===== src/rtl/adder_pkg.sv =====
// Shared types for the pipelined add/subtract core: operation codes and result flags.
package adder_pkg;

  typedef enum logic [1:0] {
    OP_ADD  = 2'b00,
    OP_SUB  = 2'b01,
    OP_SBC  = 2'b10,
    OP_RSVD = 2'b11
  } op_e;

  typedef struct packed {
    logic c_out;
    logic ovf;
    logic zero;
    logic neg;
  } flags_t;

  // Subtract forms add the one's complement of B.
  function automatic logic invert_b(input op_e op);
    return (op == OP_SUB) || (op == OP_SBC);
  endfunction

  // OP_SUB forces the +1 of two's complement; ADD/SBC/reserved take the caller's carry.
  function automatic logic eff_carry(input op_e op, input logic c_in);
    return (op == OP_SUB) ? 1'b1 : c_in;
  endfunction

endpackage


===== src/rtl/pipelined_adder_if.sv =====
// Valid/ready stream bundle between an issuing client and the pipelined adder.
interface pipelined_adder_if #(
  parameter int WIDTH = 32
);
  import adder_pkg::*;

  logic             i_valid;
  logic             o_ready;
  logic [WIDTH-1:0] i_a;
  logic [WIDTH-1:0] i_b;
  logic             i_c_in;
  op_e              i_op;
  logic             o_valid;
  logic             i_ready;
  logic [WIDTH-1:0] o_sum;
  logic             o_c_out;
  logic             o_ovf;
  logic             o_zero;
  logic             o_neg;

  modport master (
    output i_valid, i_a, i_b, i_c_in, i_op, i_ready,
    input  o_ready, o_valid, o_sum, o_c_out, o_ovf, o_zero, o_neg
  );

  modport slave (
    input  i_valid, i_a, i_b, i_c_in, i_op, i_ready,
    output o_ready, o_valid, o_sum, o_c_out, o_ovf, o_zero, o_neg
  );

endinterface


===== src/rtl/adder_chunk.sv =====
// Combinational CHUNK_W-bit ripple adder; also reports the carry into its MSB for overflow.
module adder_chunk #(
  parameter int CHUNK_W = 8
) (
  input  logic [CHUNK_W-1:0] a,
  input  logic [CHUNK_W-1:0] b,
  input  logic               c_in,
  output logic [CHUNK_W-1:0] sum,
  output logic               c_out,
  output logic               c_msb
);

  logic [CHUNK_W:0] total;

  assign total = {1'b0, a} + {1'b0, b} + {{CHUNK_W{1'b0}}, c_in};
  assign sum   = total[CHUNK_W-1:0];
  assign c_out = total[CHUNK_W];
  // Recover the carry entering the top bit from that bit's sum and operands.
  assign c_msb = total[CHUNK_W-1] ^ a[CHUNK_W-1] ^ b[CHUNK_W-1];

endmodule


===== src/rtl/pipelined_adder.sv =====
// Pipelined add/subtract: the carry chain is cut into STAGES chunks, one resolved per
// registered stage, behind a valid/ready stream with collapsing bubbles.
module pipelined_adder
  import adder_pkg::*;
#(
  parameter int WIDTH  = 32,
  parameter int STAGES = 4
) (
  input  logic             i_clk,
  input  logic             i_rst_n,
  pipelined_adder_if.slave bus
);

  localparam int CHUNK = WIDTH / STAGES;

  if ((STAGES < 1) || (STAGES > WIDTH) || ((WIDTH % STAGES) != 0)) begin : g_cfg_check
    $error("pipelined_adder: WIDTH must be a multiple of STAGES, with 1 <= STAGES <= WIDTH");
  end

  // Per-stage registered state; index k is stage k.
  logic [STAGES-1:0]            vld_p;
  logic [STAGES-1:0][WIDTH-1:0] a_p;
  logic [STAGES-1:0][WIDTH-1:0] b_p;
  logic [STAGES-1:0][WIDTH-1:0] sum_p;
  logic [STAGES-1:0]            c_p;
  logic [STAGES-1:0]            z_p;
  logic                         cm_p;

  // What each stage sees at its input this cycle.
  logic [STAGES-1:0][WIDTH-1:0] a_s;
  logic [STAGES-1:0][WIDTH-1:0] b_s;
  logic [STAGES-1:0][WIDTH-1:0] sum_s;
  logic [STAGES-1:0]            c_s;
  logic [STAGES-1:0]            z_s;
  logic [STAGES-1:0]            vin_s;

  logic [STAGES-1:0][CHUNK-1:0] s_w;
  logic [STAGES-1:0]            co_w;
  logic [STAGES-1:0]            cm_w;
  logic [STAGES-1:0][WIDTH-1:0] sum_nx;
  logic [STAGES-1:0]            z_nx;

  logic [STAGES-1:0] ld;
  logic              accept;
  logic [WIDTH-1:0]  b_eff;
  flags_t            flg;
  logic              unused_fwd;

  function automatic flags_t result_flags(input logic vld, input logic co, input logic cm,
                                          input logic z, input logic msb);
    flags_t f;
    f.c_out = vld & co;
    f.ovf   = vld & (co ^ cm);
    f.zero  = vld & z;
    f.neg   = vld & msb;
    return f;
  endfunction

  // A stage loads when empty or when its content moves on; walking back from the
  // consumer lets a full pipe accept and drain in the same cycle.
  always_comb begin : ready_chain
    logic go;
    go = bus.i_ready;
    ld = '0;
    for (int k = STAGES - 1; k >= 0; k--) begin
      ld[k] = !vld_p[k] || go;
      go    = ld[k];
    end
  end

  assign bus.o_ready = i_rst_n && ld[0];
  assign accept      = bus.i_valid && bus.o_ready;
  assign b_eff       = invert_b(bus.i_op) ? ~bus.i_b : bus.i_b;

  always_comb begin
    a_s   = '0;
    b_s   = '0;
    sum_s = '0;
    c_s   = '0;
    z_s   = '0;
    vin_s = '0;
    a_s[0]   = bus.i_a;
    b_s[0]   = b_eff;
    c_s[0]   = eff_carry(bus.i_op, bus.i_c_in);
    z_s[0]   = 1'b1;
    vin_s[0] = accept;
    for (int k = 1; k < STAGES; k++) begin
      a_s[k]   = a_p[k-1];
      b_s[k]   = b_p[k-1];
      sum_s[k] = sum_p[k-1];
      c_s[k]   = c_p[k-1];
      z_s[k]   = z_p[k-1];
      vin_s[k] = vld_p[k-1];
    end
  end

  for (genvar k = 0; k < STAGES; k++) begin : g_stage
    adder_chunk #(.CHUNK_W(CHUNK)) u_chunk (
      .a     (a_s[k][k*CHUNK +: CHUNK]),
      .b     (b_s[k][k*CHUNK +: CHUNK]),
      .c_in  (c_s[k]),
      .sum   (s_w[k]),
      .c_out (co_w[k]),
      .c_msb (cm_w[k])
    );
  end

  always_comb begin
    sum_nx = sum_s;
    z_nx   = '0;
    for (int k = 0; k < STAGES; k++) begin
      sum_nx[k][k*CHUNK +: CHUNK] = s_w[k];
      z_nx[k] = z_s[k] && (s_w[k] == '0);
    end
  end

  // ---- stage boundary: valid bits (the only reset state) ----
  always_ff @(posedge i_clk) begin
    if (!i_rst_n) begin
      vld_p <= '0;
    end else begin
      for (int k = 0; k < STAGES; k++) begin
        if (ld[k]) vld_p[k] <= vin_s[k];
      end
    end
  end

  // ---- stage boundary: data registers, written only when a real operation enters ----
  always_ff @(posedge i_clk) begin
    for (int k = 0; k < STAGES; k++) begin
      if (ld[k] && vin_s[k]) begin
        a_p[k]   <= a_s[k];
        b_p[k]   <= b_s[k];
        sum_p[k] <= sum_nx[k];
        c_p[k]   <= co_w[k];
        z_p[k]   <= z_nx[k];
      end
    end
    if (ld[STAGES-1] && vin_s[STAGES-1]) cm_p <= cm_w[STAGES-1];
  end

  // Consumed operand chunks and interior MSB carries are dead past their own stage.
  assign unused_fwd = ^{a_p, b_p, cm_w};

  assign flg = result_flags(vld_p[STAGES-1], c_p[STAGES-1], cm_p, z_p[STAGES-1],
                            sum_p[STAGES-1][WIDTH-1]);

  assign bus.o_valid = vld_p[STAGES-1];
  assign bus.o_sum   = vld_p[STAGES-1] ? sum_p[STAGES-1] : '0;
  assign bus.o_c_out = flg.c_out;
  assign bus.o_ovf   = flg.ovf;
  assign bus.o_zero  = flg.zero;
  assign bus.o_neg   = flg.neg;

endmodule


===== src/flat_wrapper.sv =====
// flat-port wrapper written by rule: the top's interface ports become plain ports
module pipelined_adder_flat import adder_pkg::*;
#(
  parameter int WIDTH  = 32,
  parameter int STAGES = 4
)
  (i_clk, i_rst_n, bus_i_valid, bus_i_a, bus_i_b, bus_i_c_in, bus_i_op, bus_i_ready, bus_o_ready, bus_o_valid, bus_o_sum, bus_o_c_out, bus_o_ovf, bus_o_zero, bus_o_neg);
  pipelined_adder_if #(.WIDTH(WIDTH)) bus_i ();
  input  logic i_clk;
  input  logic i_rst_n;
  input wire logic [$bits(bus_i.i_valid)-1:0] bus_i_valid;
  input wire logic [$bits(bus_i.i_a)-1:0] bus_i_a;
  input wire logic [$bits(bus_i.i_b)-1:0] bus_i_b;
  input wire logic [$bits(bus_i.i_c_in)-1:0] bus_i_c_in;
  input wire logic [$bits(bus_i.i_op)-1:0] bus_i_op;
  input wire logic [$bits(bus_i.i_ready)-1:0] bus_i_ready;
  output wire logic [$bits(bus_i.o_ready)-1:0] bus_o_ready;
  output wire logic [$bits(bus_i.o_valid)-1:0] bus_o_valid;
  output wire logic [$bits(bus_i.o_sum)-1:0] bus_o_sum;
  output wire logic [$bits(bus_i.o_c_out)-1:0] bus_o_c_out;
  output wire logic [$bits(bus_i.o_ovf)-1:0] bus_o_ovf;
  output wire logic [$bits(bus_i.o_zero)-1:0] bus_o_zero;
  output wire logic [$bits(bus_i.o_neg)-1:0] bus_o_neg;
  assign bus_i.i_valid = bus_i_valid;
  assign bus_i.i_a = bus_i_a;
  assign bus_i.i_b = bus_i_b;
  assign bus_i.i_c_in = bus_i_c_in;
  assign bus_i.i_op = bus_i_op;
  assign bus_i.i_ready = bus_i_ready;
  assign bus_o_ready = bus_i.o_ready;
  assign bus_o_valid = bus_i.o_valid;
  assign bus_o_sum = bus_i.o_sum;
  assign bus_o_c_out = bus_i.o_c_out;
  assign bus_o_ovf = bus_i.o_ovf;
  assign bus_o_zero = bus_i.o_zero;
  assign bus_o_neg = bus_i.o_neg;
  pipelined_adder #(.WIDTH(WIDTH), .STAGES(STAGES)) u_core (.i_clk(i_clk), .i_rst_n(i_rst_n), .bus(bus_i));
endmodule

===== config.mk =====
export PLATFORM = sky130hd
export DESIGN_NAME = pipelined_adder_flat
export DESIGN_NICKNAME = d
export VERILOG_FILES = /design/src/rtl/adder_pkg.sv /design/src/rtl/pipelined_adder_if.sv /design/src/rtl/adder_chunk.sv /design/src/rtl/pipelined_adder.sv /design/src/flat_wrapper.sv
export SDC_FILE = /design/constraint.sdc
export NUM_CORES = 1
export LEC_CHECK = 0
export BUFFER_PORTS_ARGS = -buffer_cell sky130_fd_sc_hd__buf_4
export CAP_MARGIN = 20
export CORE_ASPECT_RATIO = 2
export CORE_MARGIN = 4
export CORE_UTILIZATION = 50
export DETAILED_ROUTE_END_ITERATION = 8
export HOLD_SLACK_MARGIN = 0.12
export PLACE_DENSITY = 0.77
export SLEW_MARGIN = 10
export SYNTH_ARGS = -nofsm -noshare
export SYNTH_HDL_FRONTEND = slang
export SYNTH_SLANG_ARGS = --single-unit
export TNS_END_PERCENT = 10

===== constraint.sdc =====
create_clock -name i_clk -period 4.6 [get_ports i_clk]
set_input_delay 0.23 -clock i_clk [delete_from_list [all_inputs] [get_ports i_clk]]
set_output_delay 0.23 -clock i_clk [all_outputs]
set_load 0.01 [all_outputs]

# Yosys cells after proc, flatten, opt, wreduce, memory -nomap -nowiden
# Index checks and enable logic that the tools add are counted.
word_totals:
  register_bits: 285
  word_cells: 66
  in_bits: 71
op_classes:
  reduce_logical: 22
  n_bitwise: 8
  eq_ne: 2
  add_sub_neg: 8
  n_mux: 3
op_table:
  columns: ["op", "n"]
  rows:
  - ["2-to-1 mux 32 bit", 2]
  - ["adder 8 x 8 -> 9 bit", 4]
  - ["adder 9 x 1 -> 9 bit", 4]
  - ["logical NOT 8 bit", 4]
  - ["NOT 32 bit", 1]
  - ["logical AND 1 bit", 9]
  - ["logical OR 1 bit", 5]
  - ["AND 1 bit", 4]
  - ["logical NOT 1 bit", 4]
  - ["bitwise XOR 1 bit", 3]
  - ["equality test 2 x 1 -> 1 bit (second input constant)", 1]
  - ["equality test 2 bit (second input constant)", 1]
  - ["2-to-1 mux 1 bit", 1]

# Longest topological paths before layout
# Gate-level depths: netlist of the first run.
logic_depth:
  depth_word: 8
  ltp_mapped: 12
  mapped_depth_nobuf: 11

# Hierarchy
# A second synthesis of the first run with hierarchy kept.
unflattened:
  cells_unflattened: 472
  area_unflattened_um2: 7901.3
modules_own_cells:
  columns: ["mod", "instances", "cells_each", "area_per_inst_um2"]
  rows:
  - ["pipelined_adder", 1, 296, 6394.9]
  - ["adder_chunk", 4, 44, 376.6]

# Worst setup path before layout of the first run
# OpenSTA, ideal clock, no wires.
synth_timing:
  kind: "reg-to-reg"
  startpoint: "register u_core.vld_p[3]"
  endpoint: "register u_core.a_p[48] (netlist name), enable pin"
  arrival_time_ns: 4.410
  path_stages_with_launch: 4
  required_time_ns: 4.066
  setup_slack_ns: -0.344
  setup_ns: 0.534
  synth_period_minus_slack_ns: 4.944
  n_path_buf: 0
  path_cell_list: "dfxtp_1 nor2b_1 and2_1 a21boi_0"
synth_via:
  elab_chain_cells: 5
synth_lines:
  columns: ["element", "line", "text"]
  rows:
  - ["from (decl)", "pipelined_adder.sv:21", "logic [STAGES-1:0] vld_p;"]
  - ["from (signal, indexed assignment)", "pipelined_adder.sv:123", "if (ld[k]) vld_p[k] <= vin_s[k];"]
  - ["logical NOT 1 bit", "pipelined_adder.sv:66", "ld[k] = !vld_p[k] || go;"]
  - ["logical OR 1 bit (3 in series)", "pipelined_adder.sv:66", null]
  - ["logical AND 1 bit", "pipelined_adder.sv:131", "if (ld[k] && vin_s[k]) begin"]
  - ["to (signal, indexed assignment)", "pipelined_adder.sv:132", "a_p[k] <= a_s[k];"]
  - ["to (decl)", "pipelined_adder.sv:22", "logic [STAGES-1:0][WIDTH-1:0] a_p;"]
# No other way between the ends.
# A chain may end at the register's enable or synchronous reset.

# Final worst setup path of the first run
layout_timing:
  startpoint: "register u_core.vld_p[3]"
  endpoint: "output port bus_o_ready"
layout_via:
  elab_chain_cells: 6
layout_lines:
  columns: ["element", "line", "text"]
  rows:
  - ["logical NOT 1 bit", "pipelined_adder.sv:66", null]
  - ["logical OR 1 bit (4 in series)", "pipelined_adder.sv:66", null]
  - ["logical AND 1 bit", "pipelined_adder.sv:71", "assign bus.o_ready = i_rst_n && ld[0];"]
  - ["to (decl)", "flat_wrapper.sv:17", "output wire logic [$bits(bus_i.o_ready)-1:0] bus_o_ready;"]
# No other way between the ends.

==> results.md, run 1 <==
* Status: completed
* Crit Path Class: flop to output pin
* Worst-case clock buffer depth at 2
* Design Area, Final at roughly 9800 um^2
* Most frequent cells in the layout: 185 x edfxtp_1, 111 x buf_4, 49 x dlygate4sd3_1, 44 x xnor2_1, 38 x and2_1
* Final Hold Fails at 0
* Flop pwr share at between 50% and 60%
* Post-cts resize count at 0
* Clock power share at roughly 36%
* Antenna Cells at 0
* Final GP Congestion at ~0.84
* GRT overflow at 0
* Comb power frac at 10.3%
* Tightest Pin Transition at a little over 900 ps
* Slew headroom at between 30% and 40%
* Initial Utilization at between 50% and 60%
* Post-synth EDFFs at 185
* Die W at roughly 96 um
* WP data arrival at around 2500 ps
* RSZ-0062 raised after global routing: false
* First-pass GRT wire length at 19600 um
* Initial antenna violation count at 0
* NumNets Final at around 730
* Reg2Reg Depth at 5
* Part of the cycle the worst path needs at 60.0%
* CP Launch Type: flop
* Max-Cap Viols at 0
* Die ar. at between 15000 and 20000 um^2
* Top FF cell, synth: edfxtp_1
* Element type at the critical path end: output pin
* Dpl cell area at between 8000 and 9000 um^2
* Mean Syn Cell Area at approximately 17 um^2
* Layout cell share with drive strength beyond 1 at 25.1%
* Fin crit period at approximately 2800 ps
* Post-CTS Setup Inserts at 0
* Max FO, Critical Path at 37
* Synthesized instance count at about 450
* Lkg Pwr at 3.65 nW
* Setup TNS at 0 ps
* Hold path start: bus_i_b[31]
* Total track usage at around 15%
* Multi-input combinational cell area at slightly below 2000 um^2
* Hold endpoint: u_core.b_p[31]$_DFFE_PP_
* P_sw at 0.809 mW
* Synth Warn # at 0
* Initial DRT Pass Iterations at 4
* Pint at 2.94 mW
* Fill cells at around 1000
* Peak supply drop at ~0.29 mV
* Busiest layer in global routing: met2
* Sequential cell area at 5640 um^2
* Reg2reg end: u_core.a_p[23]$_DFFE_PP_
* Per-cell routed wire length at between 10 and 15 um
* Post-synth cell types at 44
* Die Y at between 150 and 200 um
* Sequential fraction of the synthesis area at about 73%
* Finished Layout Cells at between 800 and 900
* Most common cell after layout, fill and taps aside: edfxtp_1
* Cells after DPL at 747
* TritonCTS Buffers at 17
* PD cells at 382 nW/um^2
* Synthesized flop and latch total at approximately 190
* Final Util at approximately 66%
* Layout area overhead at 27.7%
* CTS H-Tree Depth at 4
* DRC viols at 0
* R2r setup slk at 1860 ps
* Final wirelength at ~12000 um
* DR vias at 4090
* I/O pins at about 110
* Worst slack at placement at 1580 ps
* Hold crit path type: input pin to flop
* CTS sink cnt at 189
* Vias in the first global route at 4251
* Synth Net Count at ~560
* FF-to-FF Start: u_core.vld_p[3]$_SDFFE_PN0P_
* Routing usage on met3 at roughly 3.7%
* Cells on Worst Hold Path at 2
* Core area at ~15000 um^2
* Root Buffer: clkbuf_16
* Req. time, crit path at about 4400 ps
* Setup ws final at approximately 1800 ps
* FP Rows at 63
* Mapped cell area at 7680 um^2
* FFs w/ async S/R, synth at 0%
* TritonCTS clock tree: yes
* Post-DRT Antenna Nets at 0
* Drt via density at 4.94
* 1st-iter DRT viols at approximately 230
* Maximum number of pins on one net before global-route repair at between 50 and 60
* CTS clk-pin slew, worst paths at 60 ps
* FMAX at 362 MHz
* Clk_lat worst skew at between 400 and 500 ps
* Port Buffer Count at between 100 and 150
* Power Total at roughly 3.7 mW
* Final Hold Slack at between 100 and 150 ps
* Post-DP HPWL at 8390 um
* Met1 Track Usage GR at 15.6%
* Final Max Tran Viols at 0
* Met2 usage at 27.4%
* Skew final at around 7.6 ps
* Sw Ratio at a little over a fifth
* Setup violators final at 0
Yosys cell counts, types with 4 or more instances:
library cell | instances | area, um^2
edfxtp_1 | 185 | 5560
xnor2_1 | 44 | 385
and2_1 | 38 | 238
ha_1 | 29 | 363
inv_1 | 19 | 71.3
o21a_1 | 10 | 75.1
a21oi_1 | 9 | 45.0
fa_1 | 8 | 160
nor2_1 | 8 | 30.0
xor2_1 | 8 | 70.1
nor2b_1 | 6 | 37.5
o31a_1 | 6 | 52.6
a21o_1 | 5 | 37.5
nor3_1 | 5 | 25.0
o21ai_1 | 5 | 25.0
a21oi_2 | 4 | 35.0
clkbuf_1 | 4 | 15.0
dfxtp_1 | 4 | 80.1
nor4_1 | 4 | 25.0
o21ai_0 | 4 | 20.0
final cells by class:
cell class | instances | area share [%]
Clock inverter | 12 | 1.20
Multi-Input combinational cell | 233 | 20.1
Clock buffer | 19 | 4.41
Inverter | 19 | 0.727
Tap cell | 195 | 2.49
Sequential cell | 189 | 57.4
Timing Repair Buffer | 161 | 13.7
power groups by stage:
stage / clock (mW) / combinational, mW / sequential, mW
2_1_floorplan: 0 / 0.240 / 2.05
3_3_place_gp: 0 / 0.332 / 2.05
4_1_cts: 1.37 / 0.385 / 2.02
3_5_place_dp: 0 / 0.350 / 2.06
6_report: 1.34 / 0.386 / 2.02
5_1_grt: 1.45 / 0.429 / 2.02
flip-flops by register name, summed over array words and instances (netlist names):
signal and flops:
u_core.a_p 48, u_core.b_p 48, u_core.c_p 4, u_core.cm_p 1, u_core.sum_nx 48, u_core.sum_p 32
u_core.vld_p 4, u_core.z_p 4
what timing repair did:
item,in CTS,in global routing
hold endpoints to repair,51,0
endpoints found under the setup margin,0,0
hold buffers,49,0
worst max path at each step:
| stage | start | to | slack, ps | depth (start not counted) |
|---|---|---|---|---|
| detailed placement | bus_i_op[1] | u_core.z_p[0]$_DFFE_PP_ | 1580 | 11 |
| global route | u_core.vld_p[3]$_SDFFE_PN0P_ | bus_o_ready | 1550 | 5 |
| global placement | bus_i_op[1] | u_core.z_p[0]$_DFFE_PP_ | 1680 | 11 |
| CTS | u_core.vld_p[3]$_SDFFE_PN0P_ | bus_o_ready | 1780 | 5 |
| finish | u_core.vld_p[3]$_SDFFE_PN0P_ | bus_o_ready | 1840 | 5 |
| floorplan | u_core.vld_p[3]$_SDFFE_PN0P_ | u_core.a_p[48]$_DFFE_PP_ | 980 | 3 |
logic make-up (layout without fill, tap and decap cells):
| group | Yosys count | in the layout | share of synthesized area [%] |
|---|---|---|---|
| flops | 189 | 189 | 73.4 |
| simple gates | 84 | 84 | 6.95 |
| compound gates | 60 | 60 | 5.54 |
| xor+xnor | 52 | 52 | 5.93 |
| fa+ha+maj | 37 | 37 | 6.81 |
| buf+inv | 27 | 211 | 1.42 |
per-layer routing:
metal / vias up / part of all wire [%]
met3: 19 / 4.6
met2: 99 / 57
met4: 0 / 2.2
met1: 1953 / 36
li1: 2019 / -
met5: - / 0
worst max-delay path: stages (launching register included):
cell and delay [ps]:
dfxtp_1 850, nor2b_1 380, and2_1 380, nand3_1 180, and2_1 190, buf_4 140
Power figures use the tool's default switching activity.
==> run 2: changes to the inputs <==
--- a/config.mk
+++ b/config.mk
@@ -12,7 +12,7 @@
 export CORE_UTILIZATION = 50
 export DETAILED_ROUTE_END_ITERATION = 8
 export HOLD_SLACK_MARGIN = 0.12
-export PLACE_DENSITY = 0.77
+export PLACE_DENSITY = 0.74
 export SLEW_MARGIN = 10
 export SYNTH_ARGS = -nofsm -noshare
 export SYNTH_HDL_FRONTEND = slang
==> constraint.sdc (replaced) <==
create_clock -name i_clk -period 2.55 [get_ports i_clk]
set_input_delay 0.1275 -clock i_clk [delete_from_list [all_inputs] [get_ports i_clk]]
set_output_delay 0.1275 -clock i_clk [all_outputs]
set_load 0.01 [all_outputs]
==> run 2 against run 1 <==
  * Critical endpoint is now u_core.z_p[2]$_DFFE_PP_
  * Sequential power up 80%
  * Total power is 84% higher
  * Flip-flop and latch count stayed put
  * Cell area up 1.3%
  * Critical path depth up 3
==> results.md, run 2 (synthesized netlist as in run 1, its figures left out) <==
* PD cells at 695 nW/um^2
* FF-to-FF Start: u_core.c_p[1]$_DFFE_PP_
* I/O pins at ~110
* Worst setup path start: u_core.c_p[1]$_DFFE_PP_
* Element type at the critical path end: flop
* TritonCTS Buffers at 17
* Reg2Reg Depth at 8
* Worst slack at placement at -136 ps
* Final Hold Fails at 0
* Req. time, crit path at approximately 2800 ps
* Fin crit period at 2500 ps
* Final Max Tran Viols at 0
* Peak supply drop at about 0.6 mV
* CTS sink cnt at 189
* Reg2reg end: u_core.z_p[2]$_DFFE_PP_
* Drt via density at ~4.9
* CTS clk-pin slew, worst paths at 70 ps
* Final GP Congestion at just under 0.8
* Die ar. at roughly 18000 um^2
* End of the critical path: u_core.z_p[2]$_DFFE_PP_
* GRT overflow at 0
* Worst-case clock buffer depth at 2
* 1st-iter DRT viols at a little under 200
* Post-DRT Antenna Nets at 0
* TritonCTS clock tree: yes
* Hold crit path type: input pin to flop
* First-pass GRT wire length at between 15000 and 20000 um
* Slew headroom at a little over half
* Initial DRT Pass Iterations at 4
* Tightest Pin Transition at 700 ps
* Max-Cap Viols at 0
* Port Buffer Count at 108
* CP Launch Type: flop
* Layout cell share with drive strength beyond 1 at a little over a quarter
* Maximum number of pins on one net before global-route repair at around 60
* Lkg Pwr at between 3 and 4 nW
* Setup ws final at about 46 ps
* FMAX at 399 MHz
* Skew final at roughly 9.6 ps
* Total track usage at ~15%
* RSZ-0062 raised after global routing: true
* Die Y at 183 um
* Cells on Worst Hold Path at 4
* R2r setup slk at 50 ps
* Power Total at about 7 mW
* Most common cell after layout, fill and taps aside: edfxtp_1
* Crit Path Class: flop to flop
* Per-cell routed wire length at roughly 14 um
* NumNets Final at 740
* Cells after DPL at approximately 750
* Die W at between 90 and 100 um
* FP Rows at 63
* Antenna Cells at 0
* Vias in the first global route at 4376
* DR vias at 4122
* Status: completed
* Initial Utilization at 51.3%
* Initial antenna violation count at 0
* Core area at 15000 um^2
* Setup violators final at 0
* DRC viols at 0
* Part of the cycle the worst path needs at 98.2%
* Post-DP HPWL at roughly 8300 um
* Root Buffer: clkbuf_16
* Layout area overhead at 29.4%
* Max FO, Critical Path at 3
* Finished Layout Cells at 840
* CTS H-Tree Depth at 4
* Most frequent cells in the layout: 185 x edfxtp_1, 119 x buf_4, 53 x dlygate4sd3_1, 44 x xnor2_1, 38 x and2_1
* Clk_lat worst skew at between 400 and 500 ps
* Final wirelength at 12100 um
* WP data arrival at about 2800 ps
[run 2: worst min-delay path by stage]
stage,from,endpoint,slack [ps]
floorplan,bus_i_a[10],u_core.a_p[10]$_DFFE_PP_,230
global placement,bus_i_a[19],u_core.a_p[19]$_DFFE_PP_,310
detailed placement,bus_i_a[26],u_core.a_p[26]$_DFFE_PP_,310
CTS,bus_i_b[7],u_core.c_p[0]$_DFFE_PP_,190
global route,bus_i_b[7],u_core.c_p[0]$_DFFE_PP_,230
finish,bus_i_b[7],u_core.c_p[0]$_DFFE_PP_,210
[run 2: power by group]
part           leakage (nW)  switching [mW]  total (mW)  internal [mW]
logic                  1.69           0.351       0.722          0.371
clock network         0.290            1.08        2.54           1.46
registers              1.75          0.0396        3.64           3.60
[run 2: cell type report]
type                       count  area, um^2
multi-input combinational    233        1980
sequential                   189        5640
clock buffer                  17         425
clock inverter                15         159
timing repair buffer         172        1420
tap                          195         244
inverter                      19        71.3
fill                        1049        5030
[run 2: critical path, stage by stage, from the launching register on]
cell      delay (ps)
edfxtp_1         430
fa_2             430
inv_1            100
fa_2             220
and2b_1          190
o31a_1           330
nor4_1           300
nor3_2           110
nor4_2           240
[run 2: per-stage QoR]
step	TNS [ps]	util (%)	cell area [um^2]	hold WS, ps
final	0	66.4	9940	214
after global routing	-26.1	66.4	9940	229
after CTS	0	66.2	9920	192
after detailed placement	-216	58.8	8800	307
after global placement	-71.9	58.8	8800	306
after floorplan	-10160	-	7690	226
[run 2: per-layer routing]
| layer | share of wire (%) | GRT usage (%) |
|---|---|---|
| met5 | 0 | 0 |
| met4 | 3.5 | 8.15 |
| met3 | 3.9 | 3.24 |
| met2 | 56 | 26.8 |
| met1 | 37 | 15.7 |
[run 2: repair_timing]
action,CTS,global route
gates resized for setup,1,6
hold buffers,53,0
setup buffers,0,1
endpoints found under the setup margin,1,4
pin swaps,0,5
endpoints found under the hold margin,54,0
